`config.mk`:
```
export PLATFORM = sky130hd
export DESIGN_NAME = div_arbiter_flat
export DESIGN_NICKNAME = d
export VERILOG_FILES = /design/src/rtl/div_arbiter_pkg.sv /design/src/rtl/div_arbiter_if.sv /design/src/rtl/div_arbiter_rr_picker.sv /design/src/rtl/div_arbiter.sv /design/src/flat_wrapper.sv
export SDC_FILE = /design/constraint.sdc
export NUM_CORES = 1
export LEC_CHECK = 0
export ABC_AREA = 1
export ABC_CLOCK_PERIOD_IN_PS = 1810
export CAP_MARGIN = 20
export CORE_MARGIN = 2
export CORE_UTILIZATION = 45
export CTS_BUF_LIST = sky130_fd_sc_hd__clkbuf_2 sky130_fd_sc_hd__clkbuf_4 sky130_fd_sc_hd__clkbuf_8
export DETAILED_ROUTE_END_ITERATION = 7
export HOLD_SLACK_MARGIN = 0.06
export PLACE_DENSITY_LB_ADDON = 0.12
export REMOVE_ABC_BUFFERS = 1
export SLEW_MARGIN = 20
export SYNTH_ARGS = -nofsm -noshare
export SYNTH_HDL_FRONTEND = slang
export SYNTH_SLANG_ARGS = --single-unit
```
`constraint.sdc`:
```
create_clock -name clk -period 1.81 [get_ports clk]
set_input_delay 0.2715 -clock clk [delete_from_list [all_inputs] [get_ports clk]]
set_output_delay 0.2715 -clock clk [all_outputs]
set_load 0.05 [all_outputs]
```
`src/rtl/div_arbiter_pkg.sv`:
```
// rtl/div_arbiter_pkg.sv - shared types and default constants for the divider arbiter
package div_arb_pkg;

    // Arbiter FSM: wait for a request, pulse the divider, wait for its result, release requester
    typedef enum logic [1:0] {
        IDLE  = 2'd0,
        ISSUE = 2'd1,
        WAIT  = 2'd2,
        RESP  = 2'd3
    } div_arb_state_t;

    localparam int DEF_NREQ    = 4;
    localparam int DEF_OSC_W   = 6;
    localparam int DEF_TIMEOUT = 64;

endpackage

```
`src/rtl/div_arbiter_if.sv`:
```
// rtl/div_arbiter_if.sv - requester/divider bundle between poly_ctrl instances, arbiter and divider
interface div_arbiter_if
    import div_arb_pkg::*;
#(
    parameter int NREQ  = DEF_NREQ,
    parameter int OSC_W = DEF_OSC_W
);
    localparam int SEL_W = $clog2(NREQ);

    logic [NREQ-1:0]            req;
    logic [NREQ-1:0][OSC_W-1:0] req_osc_num;
    logic                       div_done;
    logic                       div_start;
    logic [SEL_W-1:0]           sel;
    logic [OSC_W-1:0]           div_osc_num;
    logic [NREQ-1:0]            gnt_ready;
    logic                       busy;
    logic                       err;

    // Arbiter side
    modport master (
        input  req, req_osc_num, div_done,
        output div_start, sel, div_osc_num, gnt_ready, busy, err
    );

    // Requester/divider side
    modport slave (
        output req, req_osc_num, div_done,
        input  div_start, sel, div_osc_num, gnt_ready, busy, err
    );

endinterface

```
`src/rtl/div_arbiter_rr_picker.sv`:
```
// rtl/div_arbiter_rr_picker.sv - combinational round-robin winner search starting after last
module rr_picker #(
    parameter int NREQ  = 4,
    parameter int SEL_W = $clog2(NREQ)
) (
    input  logic [NREQ-1:0]  req,
    input  logic [SEL_W-1:0] last,
    output logic             any_req,
    output logic [SEL_W-1:0] winner
);

    // Scan offsets from farthest to nearest so the nearest set request after last overwrites the rest
    always_comb begin
        any_req = 1'b0;
        winner  = '0;
        for (int i = NREQ; i >= 1; i--) begin
            if (req[(int'(last) + i) % NREQ]) begin
                any_req = 1'b1;
                winner  = SEL_W'((int'(last) + i) % NREQ);
            end
        end
    end

endmodule

```
`src/rtl/div_arbiter.sv`:
```
// rtl/div_arbiter.sv - round-robin sharing of one divider; optional watchdog under DIV_ARB_TIMEOUT_EN
module div_arbiter
    import div_arb_pkg::*;
#(
    parameter int NREQ    = DEF_NREQ,
    parameter int OSC_W   = DEF_OSC_W,
    parameter int TIMEOUT = DEF_TIMEOUT
) (
    input  logic          clk,
    input  logic          rst,
    div_arbiter_if.master bus
);

    localparam int SEL_W = $clog2(NREQ);

    div_arb_state_t   state_q, state_d;
    logic [SEL_W-1:0] last_q, last_d;
    logic [SEL_W-1:0] sel_q, sel_d;
    logic [OSC_W-1:0] osc_q, osc_d;
    logic             div_start_q, div_start_d;
    logic [NREQ-1:0]  gnt_ready_q, gnt_ready_d;
    logic             busy_q, busy_d;

    logic             any_req;
    logic [SEL_W-1:0] winner;
    logic             timeout;

    rr_picker #(
        .NREQ  (NREQ),
        .SEL_W (SEL_W)
    ) u_picker (
        .req     (bus.req),
        .last    (last_q),
        .any_req (any_req),
        .winner  (winner)
    );

`ifdef DIV_ARB_TIMEOUT_EN
    localparam int CNT_W = $clog2(TIMEOUT + 1);

    logic [CNT_W-1:0] cnt_q, cnt_d;
    logic             err_q, err_d;

    // Watchdog: restart at ISSUE, count WAIT cycles; a real div_done in the same cycle wins
    always_comb begin
        cnt_d = cnt_q;
        if (state_q == ISSUE) begin
            cnt_d = '0;
        end else if (state_q == WAIT) begin
            cnt_d = cnt_q + CNT_W'(1);
        end
        timeout = (state_q == WAIT) && !bus.div_done && (cnt_d == CNT_W'(TIMEOUT));
        err_d   = err_q | timeout;
    end

    // Watchdog counter and sticky error flag
    always_ff @(posedge clk or posedge rst) begin
        if (rst) begin
            cnt_q <= '0;
            err_q <= 1'b0;
        end else begin
            cnt_q <= cnt_d;
            err_q <= err_d;
        end
    end

    assign bus.err = err_q;
`else
    assign timeout = 1'b0;
    // No watchdog: err is constant 0 for any legal (positive) TIMEOUT
    assign bus.err = (TIMEOUT < 0);
`endif

    // Next state, grant latch and round-robin pointer update
    always_comb begin
        state_d = state_q;
        last_d  = last_q;
        sel_d   = sel_q;
        osc_d   = osc_q;
        case (state_q)
            IDLE: begin
                if (any_req) begin
                    state_d = ISSUE;
                    sel_d   = winner;
                    osc_d   = bus.req_osc_num[winner];
                end
            end
            ISSUE: state_d = WAIT;
            WAIT: begin
                if (bus.div_done || timeout) begin
                    state_d = RESP;
                end
            end
            RESP: begin
                state_d = IDLE;
                last_d  = sel_q;
            end
            default: state_d = IDLE;
        endcase
    end

    // Outputs are decoded from the next state so they line up with the registered state
    always_comb begin
        div_start_d = (state_d == ISSUE);
        busy_d      = (state_d != IDLE);
        gnt_ready_d = '0;
        if (state_d == RESP) begin
            gnt_ready_d[sel_d] = 1'b1;
        end
    end

    // State, pointer, grant latches and registered outputs
    always_ff @(posedge clk or posedge rst) begin
        if (rst) begin
            state_q     <= IDLE;
            last_q      <= SEL_W'(NREQ - 1);
            sel_q       <= '0;
            osc_q       <= '0;
            div_start_q <= 1'b0;
            gnt_ready_q <= '0;
            busy_q      <= 1'b0;
        end else begin
            state_q     <= state_d;
            last_q      <= last_d;
            sel_q       <= sel_d;
            osc_q       <= osc_d;
            div_start_q <= div_start_d;
            gnt_ready_q <= gnt_ready_d;
            busy_q      <= busy_d;
        end
    end

    assign bus.div_start   = div_start_q;
    assign bus.sel         = sel_q;
    assign bus.div_osc_num = osc_q;
    assign bus.gnt_ready   = gnt_ready_q;
    assign bus.busy        = busy_q;

endmodule

```
`src/flat_wrapper.sv`:
```
// flat-port wrapper written by rule: the top's interface ports become plain ports
module div_arbiter_flat import div_arb_pkg::*;
#(
    parameter int NREQ    = DEF_NREQ,
    parameter int OSC_W   = DEF_OSC_W,
    parameter int TIMEOUT = DEF_TIMEOUT
)
  (clk, rst, bus_req, bus_req_osc_num, bus_div_done, bus_div_start, bus_sel, bus_div_osc_num, bus_gnt_ready, bus_busy, bus_err);
  div_arbiter_if #(.NREQ(NREQ), .OSC_W(OSC_W)) bus_i ();
  input  logic clk;
  input  logic rst;
  input wire logic [$bits(bus_i.req)-1:0] bus_req;
  input wire logic [$bits(bus_i.req_osc_num)-1:0] bus_req_osc_num;
  input wire logic [$bits(bus_i.div_done)-1:0] bus_div_done;
  output wire logic [$bits(bus_i.div_start)-1:0] bus_div_start;
  output wire logic [$bits(bus_i.sel)-1:0] bus_sel;
  output wire logic [$bits(bus_i.div_osc_num)-1:0] bus_div_osc_num;
  output wire logic [$bits(bus_i.gnt_ready)-1:0] bus_gnt_ready;
  output wire logic [$bits(bus_i.busy)-1:0] bus_busy;
  output wire logic [$bits(bus_i.err)-1:0] bus_err;
  assign bus_i.req = bus_req;
  assign bus_i.req_osc_num = bus_req_osc_num;
  assign bus_i.div_done = bus_div_done;
  assign bus_div_start = bus_i.div_start;
  assign bus_sel = bus_i.sel;
  assign bus_div_osc_num = bus_i.div_osc_num;
  assign bus_gnt_ready = bus_i.gnt_ready;
  assign bus_busy = bus_i.busy;
  assign bus_err = bus_i.err;
  div_arbiter #(.NREQ(NREQ), .OSC_W(OSC_W), .TIMEOUT(TIMEOUT)) u_core (.clk(clk), .rst(rst), .bus(bus_i));
endmodule
```
## After elaboration in Yosys (flattened, before gate mapping)

Index checks and enable logic that the tools add are counted.

- Add/sub/neg operators: 4
- Order comparisons: 7
- Equal/unequal tests: 5
- Mux-type cells: 30
- Bitwise logic cells: 4
- Reductions and logical operators: 8

Operators by type and width:

| kind | number |
|---|---|
| less-than comparator 3 x 4 -> 1 bit, second input constant | 4 |
| 2-to-1 mux 2 bit | 8 |
| 2-to-1 mux 1 bit | 13 |
| binary-select mux 6 bit (select 2 bit) | 1 |
| binary-select mux 1 bit (select 2 bit) | 4 |
| case mux 2 bit (4 select lines) | 1 |
| OR reduction 2 bit | 4 |
| == test 2 bit, second input constant | 3 |
| less-than comparator 2 x 3 -> 1 bit, second input constant | 2 |
| 2-to-1 mux 6 bit | 1 |
| adder 2 x 1 -> 2 bit, second input constant | 2 |
| adder 2 bit, second input constant | 2 |
| AND 1 bit, first input constant | 4 |
| == test 2 x 1 -> 1 bit, second input constant | 2 |
| 2-to-1 mux 4 bit | 1 |
| demux 1 bit (select 2 bit) | 1 |
| greater-or-equal comparator 2 x 1 -> 1 bit, second input constant | 1 |
| zero test 2 bit | 1 |
| AND reduction 2 bit | 1 |
| nonzero test 2 bit | 1 |
| logical AND 1 bit | 1 |

- Register bits after elaboration: 18
- Bits of input ports: 31
- Output and inout bits: 15
- Word-level logic and storage cells: 65

## Longest topological paths before layout

- Depth in word-level cells: 17
- Depth in mapped cells: 15
- Depth with buffers taken out: 13

## By module

From an unflattened synthesis, not the netlist that was laid out.

- Cells, all modules: 205
- Area total of the unflattened synthesis: 1325.0 µm²

Modules (own cells, without submodules):

| module | times used | cells each | area each (µm²) | sequential area each (µm²) |
|---|---|---|---|---|
| div_arbiter | 1 | 154 | 1078.5 | 452.9 |
| rr_picker | 1 | 51 | 246.5 | 0.0 |

## Worst setup path after synthesis

No wires, ideal clock.

- Kind: register to register
- From: register u_core.last_q[0]
- To: register u_core.osc_q[4], in the netlist u_core.bus.div_osc_num[4]
- Library setup time: 126 ps
- Arrival: 1546 ps
- Required time: 1684 ps
- Setup slack: 137 ps
- Stages on the path, launching flop included: 16
- Buffers on the path: 2
- Clock period less this slack: 1673 ps
- Path through: dfstp_2 -> buf_6 -> inv_6 -> nand2_1 -> nand2_2 -> nand2_1 -> nand2_1 -> inv_2 -> nand2_1 -> nand2_2 -> nand2_4 -> buf_12 -> inv_2 -> nand2_1 -> nand3_1 -> nand3_2

- Longest elaborated chain between the ends: 10
- Elaborated cells between the ends (all ways): 27
- Those cells by class: add/sub: 4; mux: 22; reduce/logical: 1

Ends and longest elaborated chain:

| element | RTL line | source |
|---|---|---|
| from (decl) | div_arbiter.sv:17 | `logic [SEL_W-1:0] last_q, last_d;` |
| from (signal assigned) | div_arbiter.sv:116 | `last_q <= SEL_W'(NREQ - 1);` |
| from (signal assigned) | div_arbiter.sv:124 | `last_q <= last_d;` |
| adder 2 x 1 -> 2 bit | div_arbiter_rr_picker.sv:17, div_arbiter_rr_picker.sv:19 |  |
| binary-select mux 1 bit (select 2 bit) | div_arbiter_rr_picker.sv:17 | `if (req[(int'(last) + i) % NREQ]) begin` |
| 2-to-1 mux 1 bit (not written as such) (2 in series) | div_arbiter_rr_picker.sv:17 |  |
| 2-to-1 mux 2 bit (4 in series) | div_arbiter_rr_picker.sv:17 |  |
| binary-select mux 6 bit (select 2 bit) | div_arbiter.sv:85 | `osc_d = bus.req_osc_num[winner];` |
| 2-to-1 mux 6 bit (not written as such) | div_arbiter.sv:85 |  |
| to (signal assigned) | div_arbiter.sv:126 | `osc_q <= osc_d;` |
| to (decl) | div_arbiter.sv:19 | `logic [OSC_W-1:0] osc_q, osc_d;` |

Several ways; a longest one is shown, not always the timed one. The select of a mux whose other input is x is not followed.
A chain may end at the register's enable or synchronous reset.

## Final worst setup path

- From: register u_core.last_q[0]
- To: register u_core.osc_q[5], in the netlist u_core.bus.div_osc_num[5]

Same word-level chain as after synthesis.

==> flow_results.org <==
** Worst setup path
- STA classifies the critical path startpoint as a register.
- The worst setup path is captured at a register.
- Highest fanout seen on the critical path :: 7
- Data on the critical path is required at its endpoint by ~2.0 ns.
- By startpoint and endpoint, the worst setup path is classified as register to register.
- Data arrives at the worst endpoint at about 2.1 ns.

** Floorplan
- Die extent in y :: 54.74 um
- Die area :: approximately 0.0030 mm^2
- Core Region :: 0.002455 mm^2
- The floorplan has 18 rows.
- Measured along the x axis, the die boundary spans 54.74 um.
- Pin placement for this block handled 46 I/O pins.
- The initial utilization of the core area, before any placement, comes to 0.4720.

** Global routing
- Entering global routing, the biggest net connects 19 pins.
- Antenna violations before repair :: 0
- Vias in the first global route :: 1,237
- After global routing the overflow that remains totals 0.
- For this run, the total global-route usage over all layers was measured as 0.2421.
- The first global-routing pass estimated 5154 um of wire.

** Clocking
- Clock latency at the later pin of the worst-skew pair :: a little under 0.3 ns
- TritonCTS built the clock tree.
- Number of levels the H-tree was split into :: 1
- No sink is reached through more buffers than the 2 on the longest clock path.
- Clock-pin slew on the worst setup and hold paths :: 0.09 ns
- Cell at the root of the clock tree :: clkbuf_4
- TritonCTS created 3 clock buffers.
- For this design, the sink count on the clock tree is 18.

** Yosys
- The synthesized design contains 18 register bits.
- In this run, distinct cell masters in the synthesized netlist total 25.
- Proportion of synthesized chip area in sequential cells :: 0.3909
- For this run, the number of Yosys warnings is 0.
- Cell area after technology mapping :: approximately 0.0012 mm^2
- Synthesized instance count :: 159
- Synthesized area divided by synthesized cell count :: 7.287 um^2

** Placement
- During placement, the flow inserted port buffers numbering 44.
- Detailed placement finished with a half-perimeter wire length of 2288 um.
- Worst setup slack before clock tree synthesis :: -0.1826 ns
- RePlAce Congestion :: between 0.7 and 0.8
- Once placement finished, the instance area stood at 0.001643 mm^2.

** STA
- Final Hold Slack :: between 0.2 and 0.3 ns
- Headroom to the max-slew limit came out at 0.6580.
- The max-slew violation count was 0.
- Worst Tran Pin Value :: 0.5114 ns
- The routed design could run at a clock period as short as 1.940 ns.
- Maximum achievable frequency :: 0.5154 GHz
- Setup repair after global routing missed its margin :: true
- On the final layout, the worst clock skew is between 0.003 and 0.004 ns.
- Dividing the final minimum period by the clock period gives 1.072.
- Final hold violation count :: 0
- Post-route setup slack :: -0.1301 ns
- Setup violation total in the final timing report :: 5

** Detailed routing
- For this block, the initial DRC count from the detailed router was 47.
- After detailed routing, the number of remaining DRC violations is 0.
- Detailed routing inserted a total of 1,328 vias.
- Once detail routing completed, the nets flagged for antenna violations numbered 0.
- For this block, the routed nets add up to 3709 um of wire.
- Average detailed-routed wire length per instance :: 14.72 um
- DR vias/cell :: about 5.3
- Detailed Routing Iterations Pass 1 :: 4

** Cells and area
- End-of-flow core utilization :: 0.8099
- From synthesis to final layout, the design area changed by 71.60%.
- Fraction of layout cells with a size suffix above 1 :: 0.4009
- Leading cell types in the layout, fill and taps excluded :: 41 x clkdlybuf4s50_1, 31 x nand2_1, 22 x nand2_2
- The final layout contains 254 nets.
- Once layout is done, the placed cells without fillers occupy approximately 0.002 mm^2.
- The library cell used most frequently in the layout, excluding fill and tap cells, is clkdlybuf4s50_1.
- Antenna fix cells :: 0

** Job
- Maximum Capacitance Violations :: 0

** Min path
- Kind of path behind the tightest hold check :: input pin to asynchronous set/reset pin

** Status
- The flow ran to the end, but the final reports show violations.
- Violated checks :: negative setup slack

** Pwr
- Summed over all cells, the static leakage comes to 0.9712 nW.
- VDD sags by at most 0.002110 V.
- For this design the ratio of total power to cell area is 2166 mW/mm^2.
- Total Power Consumption :: ~0.0043 W
per-layer routing:
layer  vias up  share of wire  GRT usage
met5         -              0          0
met4         0          0.043     0.1125
met3        20          0.077    0.03825
met2        67           0.49     0.4206
met1       616           0.39     0.2894
li1        625              -          -
final cells by class:
type	instances	area [um^2]
clock buffers	4	36.28
fillers	161	466.7
inverters	20	86.33
multi-input cells	116	755.7
flip-flops and latches	18	452.9
well taps	30	37.54
repair buffers	64	619.3
kinds of logic (layout without fill, tap and decap cells):
family	after synthesis	count (layout)	synth area share
and+or+nand+nor	108	109	0.4384
buffers and inverters	26	88	0.1285
DFF	18	18	0.3909
AOI/OAI and AO/OA	6	6	0.03887
other	1	1	0.003237
critical path, stage by stage (launching register included):
cell and delay, ns:
dfstp_2 0.57, buf_12 0.13, inv_8 0.05, nand2_4 0.05, nand2_1 0.05, and2_4 0.17
nor2_4 0.09, nand3_4 0.15, buf_4 0.17, nand3_1 0.10, nand3_2 0.11, nand3_1 0.11
nand2_1 0.06
timing repair:
item	CTS	global route
hold buffers	0	0
gates resized for setup	26	27
buffers inserted	5	4
endpoints found under the setup margin	7	11
pin swaps	18	14
gates cloned	1	0
flip-flops by register name, indices dropped and copies added, names as in the netlist:
name and flops:
u_core.bus.busy 1, u_core.bus.gnt_ready 4, u_core.bus.div_osc_num 6, u_core.last_q 2
u_core.bus.div_start 1, u_core.bus.sel 2, u_core.state_q 2
path summary, 6_finish.rpt:
| kind | from | endpoint | slack [ns] | cells after the start |
|---|---|---|---|---|
| max in group asynchronous | rst | u_core.last_q[0]$_DFFE_PP1N_ | 1.27 | 3 |
| hold reg to reg | u_core.bus.div_osc_num[3]$_DFFE_PP0P_ | u_core.bus.div_osc_num[3]$_DFFE_PP0P_ | 0.49 | 2 |
| setup / recovery | u_core.last_q[0]$_DFFE_PP1N_ | u_core.bus.div_osc_num[5]$_DFFE_PP0P_ | -0.13 | 12 |
| min in group clk | u_core.bus.div_osc_num[3]$_DFFE_PP0P_ | u_core.bus.div_osc_num[3]$_DFFE_PP0P_ | 0.49 | 2 |
| hold / removal | rst | u_core.bus.div_osc_num[3]$_DFFE_PP0P_ | 0.28 | 3 |
| setup reg to reg | u_core.last_q[0]$_DFFE_PP1N_ | u_core.bus.div_osc_num[5]$_DFFE_PP0P_ | -0.13 | 12 |
synth_stat cells:
library cell	n	area share
a21oi_2	1	0.0076
and2_4	1	0.0076
buf_12	1	0.017
buf_4	2	0.013
buf_6	3	0.029
clkinv_1	1	0.0032
conb_1	1	0.0032
dfrtp_1	16	0.35
dfstp_2	2	0.045
inv_1	15	0.049
inv_2	3	0.0097
inv_6	1	0.0076
nand2_1	49	0.16
nand2_2	12	0.065
nand2_4	1	0.0097
nand3_1	30	0.13
nand3_2	2	0.017
nand4_1	2	0.011
nor2_1	9	0.029
nor2_2	1	0.0054
o211ai_2	1	0.011
o21ai_0	2	0.0086
o21ai_1	1	0.0043
o21ai_2	1	0.0076
or2_2	1	0.0054
power by group:
part	internal, W	switching, W	total [W]
Clock	0.000122	0.000114	0.000236
Combinational	0.00128	0.00208	0.00336
Sequential	0.000593	0.000115	0.000708
metrics by stage:
step	TNS (ns)	cells
floorplan	0	153
CTS	-0.02426	248
detailed placement	-1.035	238
global route	-1.161	252
finish	-0.3945	252
global placement	-0.5401	238
Note: power is estimated with default switching activity, not from simulation.
